**config.mk**
```make
export PLATFORM = sky130hd
export DESIGN_NAME = sys_timer
export DESIGN_NICKNAME = d
export VERILOG_FILES = /design/src/rtl/sys_timer.sv
export SDC_FILE = /design/constraint.sdc
export NUM_CORES = 1
export LEC_CHECK = 0
export CAP_MARGIN = 5
export CORE_ASPECT_RATIO = 1.2
export CORE_MARGIN = 2
export CORE_UTILIZATION = 47
export CTS_CLUSTER_DIAMETER = 30
export DETAILED_ROUTE_END_ITERATION = 16
export HOLD_SLACK_MARGIN = 0.05
export MAX_ROUTING_LAYER = met4
export PLACE_DENSITY = 0.88
export SYNTH_ARGS = -nofsm -noshare
export SYNTH_HDL_FRONTEND = slang
export SYNTH_SLANG_ARGS = --single-unit
```
**constraint.sdc**
```tcl
create_clock -name clk_i -period 3.35 [get_ports clk_i]
set_clock_uncertainty 0.15 [all_clocks]
set_input_delay 0.5025 -clock clk_i [delete_from_list [all_inputs] [get_ports clk_i]]
set_output_delay 0.5025 -clock clk_i [all_outputs]
set_load 0.01 [all_outputs]
```
**src/rtl/sys_timer.sv**
```systemverilog
// Memory-mapped countdown timer with one-shot / auto-reload modes and a masked interrupt.
// Optional prescaler enabled by defining SYS_TIMER_PRESCALE_EN.
module sys_timer #(
   parameter int unsigned CNT_W = 32,
   parameter int unsigned PSC_W = 16
) (
   input  logic        clk_i,
   input  logic        rst_i,
   input  logic [31:0] addr_i,
   input  logic        we_i,
   input  logic [3:0]  byteen_i,
   input  logic [31:0] wdata_i,
   output logic [31:0] rdata_o,
   output logic        irq_o
);

   typedef enum logic [1:0] {StIdle, StLoad, StCnt, StInt} state_e;

   state_e           state_q;
   logic [3:0]       ctrl_q;
   logic [CNT_W-1:0] preset_q;
   logic [CNT_W-1:0] count_q;
   logic             irq_flag_q;

   logic             wr_en;
   logic             ctrl_wr;
   logic             preset_wr;
   logic [3:0]       ctrl_d;
   logic [CNT_W-1:0] preset_d;
   logic             tick;

   logic unused_addr;
   assign unused_addr = ^{addr_i[31:4], addr_i[1:0]};

   assign wr_en     = we_i && (byteen_i != 4'b0000);
   assign ctrl_wr   = wr_en && (addr_i[3:2] == 2'd0);
   assign preset_wr = wr_en && (addr_i[3:2] == 2'd1);

   always_comb begin
      ctrl_d   = byteen_i[0] ? wdata_i[3:0] : ctrl_q;
      preset_d = preset_q;
      for (int b = 0; b < CNT_W; b++) begin
         if (byteen_i[b/8]) preset_d[b] = wdata_i[b];
      end
   end

`ifdef SYS_TIMER_PRESCALE_EN
   logic [PSC_W-1:0] psc_q;
   logic [PSC_W-1:0] psc_d;
   logic [PSC_W-1:0] pc_q;

   always_comb begin
      psc_d = psc_q;
      for (int b = 0; b < PSC_W; b++) begin
         if (byteen_i[b/8]) psc_d[b] = wdata_i[b];
      end
   end

   always_ff @(posedge clk_i or posedge rst_i) begin
      if (rst_i) begin
         psc_q <= '0;
      end else if (wr_en && (addr_i[3:2] == 2'd3)) begin
         psc_q <= psc_d;
      end
   end

   assign tick = (pc_q == psc_q);
`else
   logic [PSC_W-1:0] unused_psc;
   assign unused_psc = '0;
   assign tick       = 1'b1;
`endif

   // A CTRL/PRESET write restarts the timer and suppresses every FSM update on that edge.
   always_ff @(posedge clk_i or posedge rst_i) begin
      if (rst_i) begin
         state_q    <= StIdle;
         ctrl_q     <= '0;
         preset_q   <= '0;
         count_q    <= '0;
         irq_flag_q <= 1'b0;
`ifdef SYS_TIMER_PRESCALE_EN
         pc_q       <= '0;
`endif
      end else if (ctrl_wr || preset_wr) begin
         state_q    <= StIdle;
         irq_flag_q <= 1'b0;
         if (ctrl_wr)   ctrl_q   <= ctrl_d;
         if (preset_wr) preset_q <= preset_d;
      end else begin
         unique case (state_q)
            StIdle: begin
               if (ctrl_q[0]) state_q <= StLoad;
            end
            StLoad: begin
               count_q <= preset_q;
               state_q <= StCnt;
`ifdef SYS_TIMER_PRESCALE_EN
               pc_q    <= '0;
`endif
            end
            StCnt: begin
               if (!ctrl_q[0]) begin
                  state_q <= StIdle;
               end else if (tick) begin
                  if (count_q > CNT_W'(1)) begin
                     count_q <= count_q - CNT_W'(1);
                  end else begin
                     count_q    <= '0;
                     irq_flag_q <= 1'b1;
                     state_q    <= StInt;
                  end
               end
`ifdef SYS_TIMER_PRESCALE_EN
               if (ctrl_q[0]) pc_q <= tick ? '0 : pc_q + PSC_W'(1);
`endif
            end
            StInt: begin
               if (ctrl_q[2:1] == 2'd1) begin
                  irq_flag_q <= 1'b0;
                  state_q    <= StLoad;
               end else begin
                  ctrl_q[0] <= 1'b0;
                  state_q   <= StIdle;
               end
            end
            default: state_q <= StIdle;
         endcase
      end
   end

   always_comb begin
      rdata_o = '0;
      case (addr_i[3:2])
         2'd0: rdata_o[3:0]       = ctrl_q;
         2'd1: rdata_o[CNT_W-1:0] = preset_q;
         2'd2: rdata_o[CNT_W-1:0] = count_q;
         default: begin
`ifdef SYS_TIMER_PRESCALE_EN
            rdata_o[PSC_W-1:0] = psc_q;
`endif
         end
      endcase
   end

   assign irq_o = irq_flag_q & ctrl_q[3];

endmodule
```
==> results of run 1 <==
[power by group]
group,internal (uW),switching (uW)
registers,1160,397
logic,858,995
clock network,460,342
[registers in the layout (all words and copies together), names as in the netlist]
| name | cells |
|---|---|
| ctrl_q | 4 |
| preset_q | 32 |
| state_q | 2 |
| irq_flag_q | 1 |
| count_q | 32 |
[metal layers]
metal  part of all wire  vias up  global-route usage
met5                  0        -                   -
met4              0.033        0               0.150
met3              0.057       46              0.0401
met2               0.50      194               0.430
met1               0.41     2013               0.304
li1                   -     1877                   -
[cell type report]
class	instances	area, um2
fillers	730	3490
flip-flops and latches	71	1780
clock buffers	13	159
clock inverters	3	65.1
multi-input cells	334	2360
repair buffers	97	923
well taps	120	150
inverters	17	63.8
[worst max-delay path by stage]
stage | start | to | slack [ns] | cells past startpoint
2_1_floorplan | count_q[21] | count_q[30] | 0.80 | 6
3_3_place_gp | addr_i[2] | rdata_o[8] | 0.25 | 7
3_5_place_dp | addr_i[2] | rdata_o[9] | 0.21 | 7
4_1_cts | addr_i[2] | rdata_o[9] | 0.20 | 7
5_1_grt | addr_i[2] | rdata_o[15] | 0.09 | 7
6_report | addr_i[2] | rdata_o[9] | 0.19 | 7
[cells by family after synthesis]
family,after synthesis,share of synthesized area
compound gates,137,0.231
buf+inv,45,0.0401
flops,71,0.413
mux,34,0.0890
simple gates,153,0.199
fa+ha+maj,10,0.0291
[metrics by stage]
stage	worst slack (ns)	cell area (um2)	power (uW)	std cells
floorplan	0.804	4300	2690	450
global placement	0.251	5280	3240	639
detailed placement	0.209	5280	3360	639
CTS	0.204	5500	4170	655
global route	0.0858	5500	4450	655
finish	0.190	5500	4210	655
[placed cells by master, fill, tap and decap left out, types with 3 or more instances in the layout]
cell type and instances:
o211ai_1 7, a32oi_1 3, and2_1 3, a22o_1 5, clkbuf_8 11, nand4_1 4
a31oi_1 7, a222oi_1 4, nand2_1 29, a211oi_1 3, nor2b_1 30, ha_1 10
o2bb2ai_1 3, nor2_1 23, mux2_2 34, a221o_1 3, nor4_1 5, nand3b_1 3
buf_4 23, nor3_1 8, a21oi_1 22, nand3_1 16, nor3b_1 8, a22oi_1 33
dfrtp_1 71, o21ai_0 16, inv_1 15, or4_1 5, clkdlybuf4s50_1 73, o311ai_0 9
or3_1 4
==> flow_metrics.env, run 1 <==
export IMPL_row_count=38
export IMPL_leakage_uw=0.00217
export IMPL_period_share=0.943
export IMPL_min_period_ns=3.16
export IMPL_drv_slew=0
export IMPL_power_density_mw_per_mm2=766
export IMPL_ys_seq_area_frac=0.413
export IMPL_die_area_mm2=0.00994
export IMPL_cts_resized=0
export IMPL_wl_mm=12.2
export IMPL_yosys_warnings=0
export IMPL_post_cts_setup_buffers=0
export IMPL_rr_worst_depth=8
export IMPL_ys_types=60
export IMPL_crit_slowest_cell="clkdlybuf4s50_1"
export IMPL_port_buffers=73
export IMPL_initial_core_util=0.479
export IMPL_die_x_um=91.4
export IMPL_ant_nets=0
export IMPL_num_io_pins=104
export IMPL_cp_cell_sequence="clkdlybuf4s50_1 > inv_1 > ha_1 > buf_4 > a22oi_1 > nor2b_1 > clkdlybuf4s50_1"
export IMPL_vdd_drop_max_uv=324
export IMPL_async_reset_ff_frac=1.00
export IMPL_hold_depth=1
export IMPL_grt_start_max_net_pins=41
export IMPL_synth_top_area_share=0.413
export IMPL_clock_latency_ns=0.38
export IMPL_cap_violations=0
export IMPL_synthTopCellsByArea="dfrtp_1 (41%), mux2_2 (8.9%), a22oi_1 (5.8%), nor2b_1 (4.4%), ha_1 (2.9%)"
export IMPL_first_iter_violations=405
export IMPL_path_delay_family="buffers and inverters"
export IMPL_worst_path_buf_inv=4
export IMPL_diodes=0
export IMPL_rsz0062_at_grt="no"
export IMPL_syn_area_mm2=0.00430
export IMPL_cp_end_kind="output pin"
export IMPL_rrSetupSlack_ns=0.43
export IMPL_nNetsFinal=611
export IMPL_cts_buffers=9
export IMPL_holdPathEnd="count_q[10]"
export IMPL_worstPathArrival_ns=2.51
export IMPL_cts_root_buf="clkbuf_8"
export IMPL_grt_pass1_wl_mm=20.2
export IMPL_required_ns=2.70
export IMPL_min_delay_start="preset_q[10]"
export IMPL_synth_edf_count=0
export IMPL_synth_fp_nets=531
export IMPL_cts_tree="done"
export IMPL_area_delta_synth_final_pct=27.8
export IMPL_ys_ff_latch=71
export IMPL_whs_ns=0.388
export IMPL_grtUsageTotal=0.260
export IMPL_post_route_drc_count=0
export IMPL_timing_rr_start="state_q[0]"
export IMPL_htree_levels=3
export IMPL_post_synth_top_count_cell="dfrtp_1"
export IMPL_clock_sinks=71
export IMPL_crit_type="in2out"
export IMPL_wire_per_inst_um=18.7
export IMPL_final_util=0.612
export IMPL_regToRegEndpoint="count_q[11]"
export IMPL_start_kind="input pin"
export IMPL_clk_pin_slew_worst_paths_ns=0.07
export IMPL_slew_headroom=0.478
export IMPL_fin_setup_tns_ns=0
export IMPL_fmax_mhz=316
export IMPL_place_gp_congestion=0.981
export IMPL_syn_area_per_cell_um2=9.56
export IMPL_dp_hpwl_mm=8.76
export IMPL_hp_class="reg2reg"
export IMPL_setup_violations=0
export IMPL_yosys_area_top_type="dfrtp_1"
export IMPL_worstMarginPinSlew_ns=0.777
export IMPL_postCtsHoldBufs=0
export IMPL_grt_pass1_vias=4288
export IMPL_max_stage_delay_ns=0.56
export IMPL_path_max_fanout=16
export IMPL_synth_cells=450
export IMPL_die_y_um=109
export IMPL_yosys_top_cells_count="dfrtp_1 (71), mux2_2 (34), a22oi_1 (33)"
export IMPL_core_area_mm2=0.00899
export IMPL_cts_buffer_depth=2
export IMPL_dr_pass1_iters=6
export IMPL_via_per_inst=6.31
export IMPL_hold_viol_final=0
export IMPL_grt_ovfl_total=0
export IMPL_num_vias=4130
export IMPL_crit_top_cell="clkdlybuf4s50_1"
export IMPL_outcome="finished clean"
export IMPL_ys_flop_type="dfrtp_1"
export IMPL_final_layout_size_suffix_gt1_frac=0.159
export IMPL_antenna_found_initial=0
No activity file was read; power rests on OpenSTA's default activity.
==> run 2: changes to the inputs <==
- CORE_UTILIZATION: 47 -> 50
- PLACE_DENSITY: 0.88 -> 0.93
==> run 2 against run 1 <==
Compared with the run above:
- global-route usage up 1.9 points
- clock-buffer cell count down 2
- sequential power about the same
- sequential share of layout area down 0.12 points
- register-to-register slack better by 0.05 ns
- sequential cell count unchanged
- highest routed layer unchanged
==> flow_metrics.env, run 2 (same netlist as run 1, synthesis figures left out) <==
export IMPL_outcome="finished clean"
export IMPL_top_layer="met4"
export IMPL_slew_headroom=0.469
export IMPL_initial_core_util=0.508
export IMPL_setup_violations=0
export IMPL_final_layout_size_suffix_gt1_frac=0.161
export IMPL_power_switching_uw=1760
export IMPL_fin_setup_tns_ns=0
export IMPL_cts_root_buf="clkbuf_8"
export IMPL_ant_nets=0
export IMPL_timing_rr_start="count_q[20]"
export IMPL_pwr_share_seq=0.368
export IMPL_layout_common_cells="clkdlybuf4s50_1 (73), dfrtp_1 (71), mux2_2 (34)"
export IMPL_crit_path_start="addr_i[3]"
export IMPL_die_y_um=106
export IMPL_cts_tree="done"
export IMPL_post_cts_setup_buffers=0
export IMPL_drt_met1_wl_mm=4.76
export IMPL_required_ns=2.70
export IMPL_first_iter_violations=651
export IMPL_worstPathArrival_ns=2.49
export IMPL_clock_latency_ns=0.35
export IMPL_wl_met3_mm=1.01
export IMPL_wire_per_inst_um=19.0
export IMPL_htree_levels=3
export IMPL_leakage_uw=0.00217
export IMPL_p_comb_frac=0.446
export IMPL_fmax_mhz=318
export IMPL_wl_met2_mm=6.23
export IMPL_clock_sinks=71
export IMPL_min_period_ns=3.14
export IMPL_multi_input_area_mm2=0.00236
export IMPL_die_x_um=88.7
export IMPL_wl_mm=12.4
export IMPL_worstMarginPinSlew_ns=0.795
export IMPL_via_per_inst=6.52
export IMPL_path_max_fanout=16
export IMPL_hp_class="reg2reg"
export IMPL_hold_viol_final=0
export IMPL_layout_area_seq_mm2=0.00178
export IMPL_row_count=37
export IMPL_clk_pin_slew_worst_paths_ns=0.07
export IMPL_die_area_mm2=0.00937
export IMPL_p_clk_frac=0.185
export IMPL_port_buffers=73
export IMPL_post_route_drc_count=0
export IMPL_cp_end_kind="output pin"
export IMPL_grtUsageTotal=0.279
export IMPL_grt_ovfl_total=0
export IMPL_period_share=0.939
export IMPL_nNetsFinal=611
export IMPL_core_area_mm2=0.00847
export IMPL_drv_slew=0
export IMPL_crit_type="in2out"
export IMPL_grt_pass1_wl_mm=20.0
export IMPL_p_int_uw=2480
export IMPL_grt_start_max_net_pins=38
export IMPL_rsz0062_at_grt="no"
export IMPL_cts_resized=0
export IMPL_min_delay_start="preset_q[26]"
export IMPL_num_vias=4252
export IMPL_power_density_mw_per_mm2=767
export IMPL_dp_cells=636
export IMPL_postCtsHoldBufs=0
export IMPL_reg_top3="count_q: 32 flops, preset_q: 32 flops, ctrl_q: 4 flops"
export IMPL_dp_hpwl_mm=8.69
export IMPL_final_common_cell="clkdlybuf4s50_1"
export IMPL_dr_pass1_iters=8
export IMPL_whs_ns=0.388
export IMPL_cap_violations=0
export IMPL_cts_buffer_depth=2
export IMPL_antenna_found_initial=0
export IMPL_p_sw_frac=0.415
export IMPL_area_delta_synth_final_pct=28.2
export IMPL_place_gp_congestion=0.971
export IMPL_num_io_pins=104
export IMPL_vdd_drop_max_uv=334
export IMPL_fillerInstances=646
export IMPL_cts_buffers=9
export IMPL_start_kind="input pin"
export IMPL_grt_pass1_vias=4110
export IMPL_layout_cells_non_filler=652
export IMPL_diodes=0
## run 2: per-stage QoR
| step | setup WS [ns] | cell area, um2 | util | power (uW) |
|---|---|---|---|---|
| 2_1_floorplan | 0.804 | 4300 | - | 2690 |
| 3_3_place_gp | 0.273 | 5300 | 0.625 | 3280 |
| 3_5_place_dp | 0.177 | 5300 | 0.625 | 3390 |
| 4_1_cts | 0.235 | 5520 | 0.651 | 4180 |
| 5_1_grt | 0.113 | 5520 | 0.651 | 4480 |
| 6_report | 0.206 | 5520 | 0.651 | 4230 |
## run 2: final timing paths
path | endpoint | slack (ns) | cells past startpoint
min in group asynchronous | preset_q[8] | 0.47 | 2
min | preset_q[26] | 0.39 | 1
max reg2reg | count_q[9] | 0.48 | 6
max in group asynchronous | count_q[29] | 1.91 | 3
max | rdata_o[23] | 0.21 | 7
min reg2reg | preset_q[26] | 0.39 | 1
## run 2: cell type report
class / count / share of cell area
clock buffers: 11 / 0.0256
flip-flops and latches: 71 / 0.322
well taps: 117 / 0.0265
repair buffers: 97 / 0.172
inverters: 17 / 0.0116
multi-input cells: 334 / 0.428
clock inverters: 5 / 0.0147
## run 2: power by group through the flow
stage / combinational [uW] / clock (uW) / sequential, uW
2_1_floorplan: 1270 / 0 / 1420
3_3_place_gp: 1760 / 0 / 1530
3_5_place_dp: 1830 / 0 / 1550
4_1_cts: 1860 / 787 / 1540
5_1_grt: 2060 / 821 / 1600
6_report: 1890 / 784 / 1560
## run 2: worst max-delay path: stages
cell and delay (ns):
clkdlybuf4s50_1 0.45, inv_1 0.09, ha_1 0.34, buf_4 0.30
a22oi_1 0.13, nor2b_1 0.13, clkdlybuf4s50_1 0.55
## run 2: per-layer routing
metal,vias up,GRT usage
met1,2024,0.361
met4,0,0.117
met5,-,-
met2,300,0.426
li1,1875,-
met3,53,0.0540
==> run 3: changes to the inputs <==
- CORE_UTILIZATION: 50 -> 55
- DONT_BUFFER_PORTS: unset -> 1
- PLACE_DENSITY: 0.93 -> 0.82
==> run 3 against run 2 <==
Compared with the run above:
- highest routed layer unchanged
- worst setup slack better by 0.34 ns
- hold slack worse by 0.28 ns
- critical path type is now reg2reg
- die area is 8.7% lower
- via count is 11% lower
==> flow_metrics.env, run 3 (same netlist as run 1, synthesis figures left out) <==
export IMPL_fillerInstances=680
export IMPL_die_area_mm2=0.00855
export IMPL_slew_headroom=0.319
export IMPL_place_ws_ns=0.600
export IMPL_setup_ws_ns=0.550
export IMPL_clock_sinks=71
export IMPL_diodes=0
export IMPL_power_switching_uw=1650
export IMPL_place_gp_congestion=0.923
export IMPL_cts_buffers=9
export IMPL_die_x_um=84.8
export IMPL_clk_pin_slew_worst_paths_ns=0.08
export IMPL_rsz0062_at_grt="no"
export IMPL_worstMarginPinSlew_ns=1.02
export IMPL_fin_setup_tns_ns=0
export IMPL_pwr_share_seq=0.404
export IMPL_dp_hpwl_mm=7.90
export IMPL_crit_type="reg2reg"
export IMPL_worst_path_buf_inv=1
export IMPL_min_period_ns=2.80
export IMPL_grtUsageTotal=0.277
export IMPL_ant_nets=0
export IMPL_p_clk_frac=0.167
export IMPL_cts_root_buf="clkbuf_8"
export IMPL_grt_pass1_wl_mm=18.5
export IMPL_die_y_um=101
export IMPL_setup_violations=0
export IMPL_post_cts_setup_buffers=0
export IMPL_period_share=0.836
export IMPL_cp_cell_sequence="or4_1 > nor4_1 > buf_4 > a31o_2 > o21ai_0 > a221o_1"
export IMPL_power_uw=3840
export IMPL_path_max_fanout=18
export IMPL_grt_ovfl_total=0
export IMPL_cp_end_kind="flip-flop"
export IMPL_max_stage_delay_ns=0.58
export IMPL_p_sw_frac=0.430
export IMPL_crit_slowest_cell="or4_1"
export IMPL_via_per_inst=6.91
export IMPL_outcome="finished clean"
export IMPL_grt_pass1_vias=3777
export IMPL_antenna_found_initial=0
export IMPL_required_ns=3.44
export IMPL_initial_core_util=0.565
export IMPL_hold_viol_final=0
export IMPL_cts_tree="done"
export IMPL_grt_start_max_net_pins=49
export IMPL_first_iter_violations=278
export IMPL_p_comb_frac=0.429
export IMPL_fmax_mhz=357
export IMPL_layout_cells_non_filler=549
export IMPL_clock_latency_ns=0.35
export IMPL_layout_common_cells="dfrtp_1 (71), mux2_2 (34), a22oi_1 (33)"
export IMPL_layout_area_seq_mm2=0.00178
export IMPL_num_io_pins=104
export IMPL_hp_class="in2async"
export IMPL_multi_input_area_mm2=0.00236
export IMPL_port_buffers=0
export IMPL_core_area_mm2=0.00762
export IMPL_drv_slew=0
export IMPL_dr_pass1_iters=6
export IMPL_cts_buffer_depth=2
export IMPL_cts_resized=0
export IMPL_path_delay_family="compound AO/OA/AOI/OAI gates"
export IMPL_area_delta_synth_final_pct=7.70
export IMPL_reg_top3="count_q: 32 flops, preset_q: 32 flops, ctrl_q: 4 flops"
export IMPL_cap_violations=0
export IMPL_wire_per_inst_um=20.4
export IMPL_wl_mm=11.2
export IMPL_vdd_drop_max_uv=368
export IMPL_post_route_drc_count=0
export IMPL_row_count=35
export IMPL_dp_cells=533
export IMPL_postCtsHoldBufs=0
export IMPL_nNetsFinal=533
export IMPL_final_common_cell="dfrtp_1"
export IMPL_p_int_uw=2190
export IMPL_start_kind="flip-flop"
export IMPL_leakage_uw=0.00185
export IMPL_worstPathArrival_ns=2.89
export IMPL_num_vias=3794
export IMPL_final_layout_size_suffix_gt1_frac=0.175
export IMPL_htree_levels=3
export IMPL_power_density_mw_per_mm2=828
export IMPL_final_util=0.608
## run 3: cell types whose count changed in the layout (fill, tap and decap cells not counted), sizes merged
cell           change
buf                -5
bufinv             -2
clkbuf             +2
clkdlybuf4s50     -73
## run 3: power groups by stage
stage	logic (uW)	clock network (uW)	registers (uW)
floorplan	1270	0	1420
global placement	1560	0	1530
detailed placement	1630	0	1550
CTS	1640	643	1540
global route	1840	680	1600
finish	1650	639	1550
## run 3: worst register-to-register path, cell delays in order (launching register included)
cell and delay (ns):
dfrtp_1 0.46, or4_1 0.58, nor4_1 0.30, buf_4 0.19, a31o_2 0.45, o21ai_0 0.19, a221o_1 0.37
## run 3: through the flow
step,cell area [um2],hold slack (ns)
after global placement,4460,0.358
after detailed placement,4460,0.358
after CTS,4640,0.137
final,4640,0.109
after floorplan,4300,0.323
after global routing,4640,0.135
## run 3: routing by layer
| metal | up-vias | part of all wire | routed length [um] | GRT usage |
|---|---|---|---|---|
| met5 | - | 0 | 0 | - |
| met4 | 0 | 0.014 | 157 | 0.0952 |
| met3 | 21 | 0.080 | 899 | 0.0688 |
| met2 | 184 | 0.51 | 5720 | 0.457 |
| met1 | 1871 | 0.40 | 4440 | 0.334 |
| li1 | 1718 | - | - | - |
## run 3: cell type report
type / count / area share
Sequential cell: 71 / 0.383
Inverter: 17 / 0.0138
Clock buffer: 13 / 0.0343
Timing Repair Buffer: 19 / 0.0308
Clock inverter: 3 / 0.00378
Tap cell: 92 / 0.0248
Multi-Input combinational cell: 334 / 0.509
## run 3: worst paths after layout
check,endpoint,slack (ns),cells after the start,startpoint
max,count_q[14],0.55,6,count_q[8]
min,preset_q[9],0.11,1,rst_i
max reg2reg,count_q[14],0.55,6,count_q[8]
min reg2reg,count_q[10],0.37,1,preset_q[10]
max in group asynchronous,ctrl_q[3],2.09,2,rst_i
min in group clk_i,preset_q[23],0.15,1,wdata_i[23]
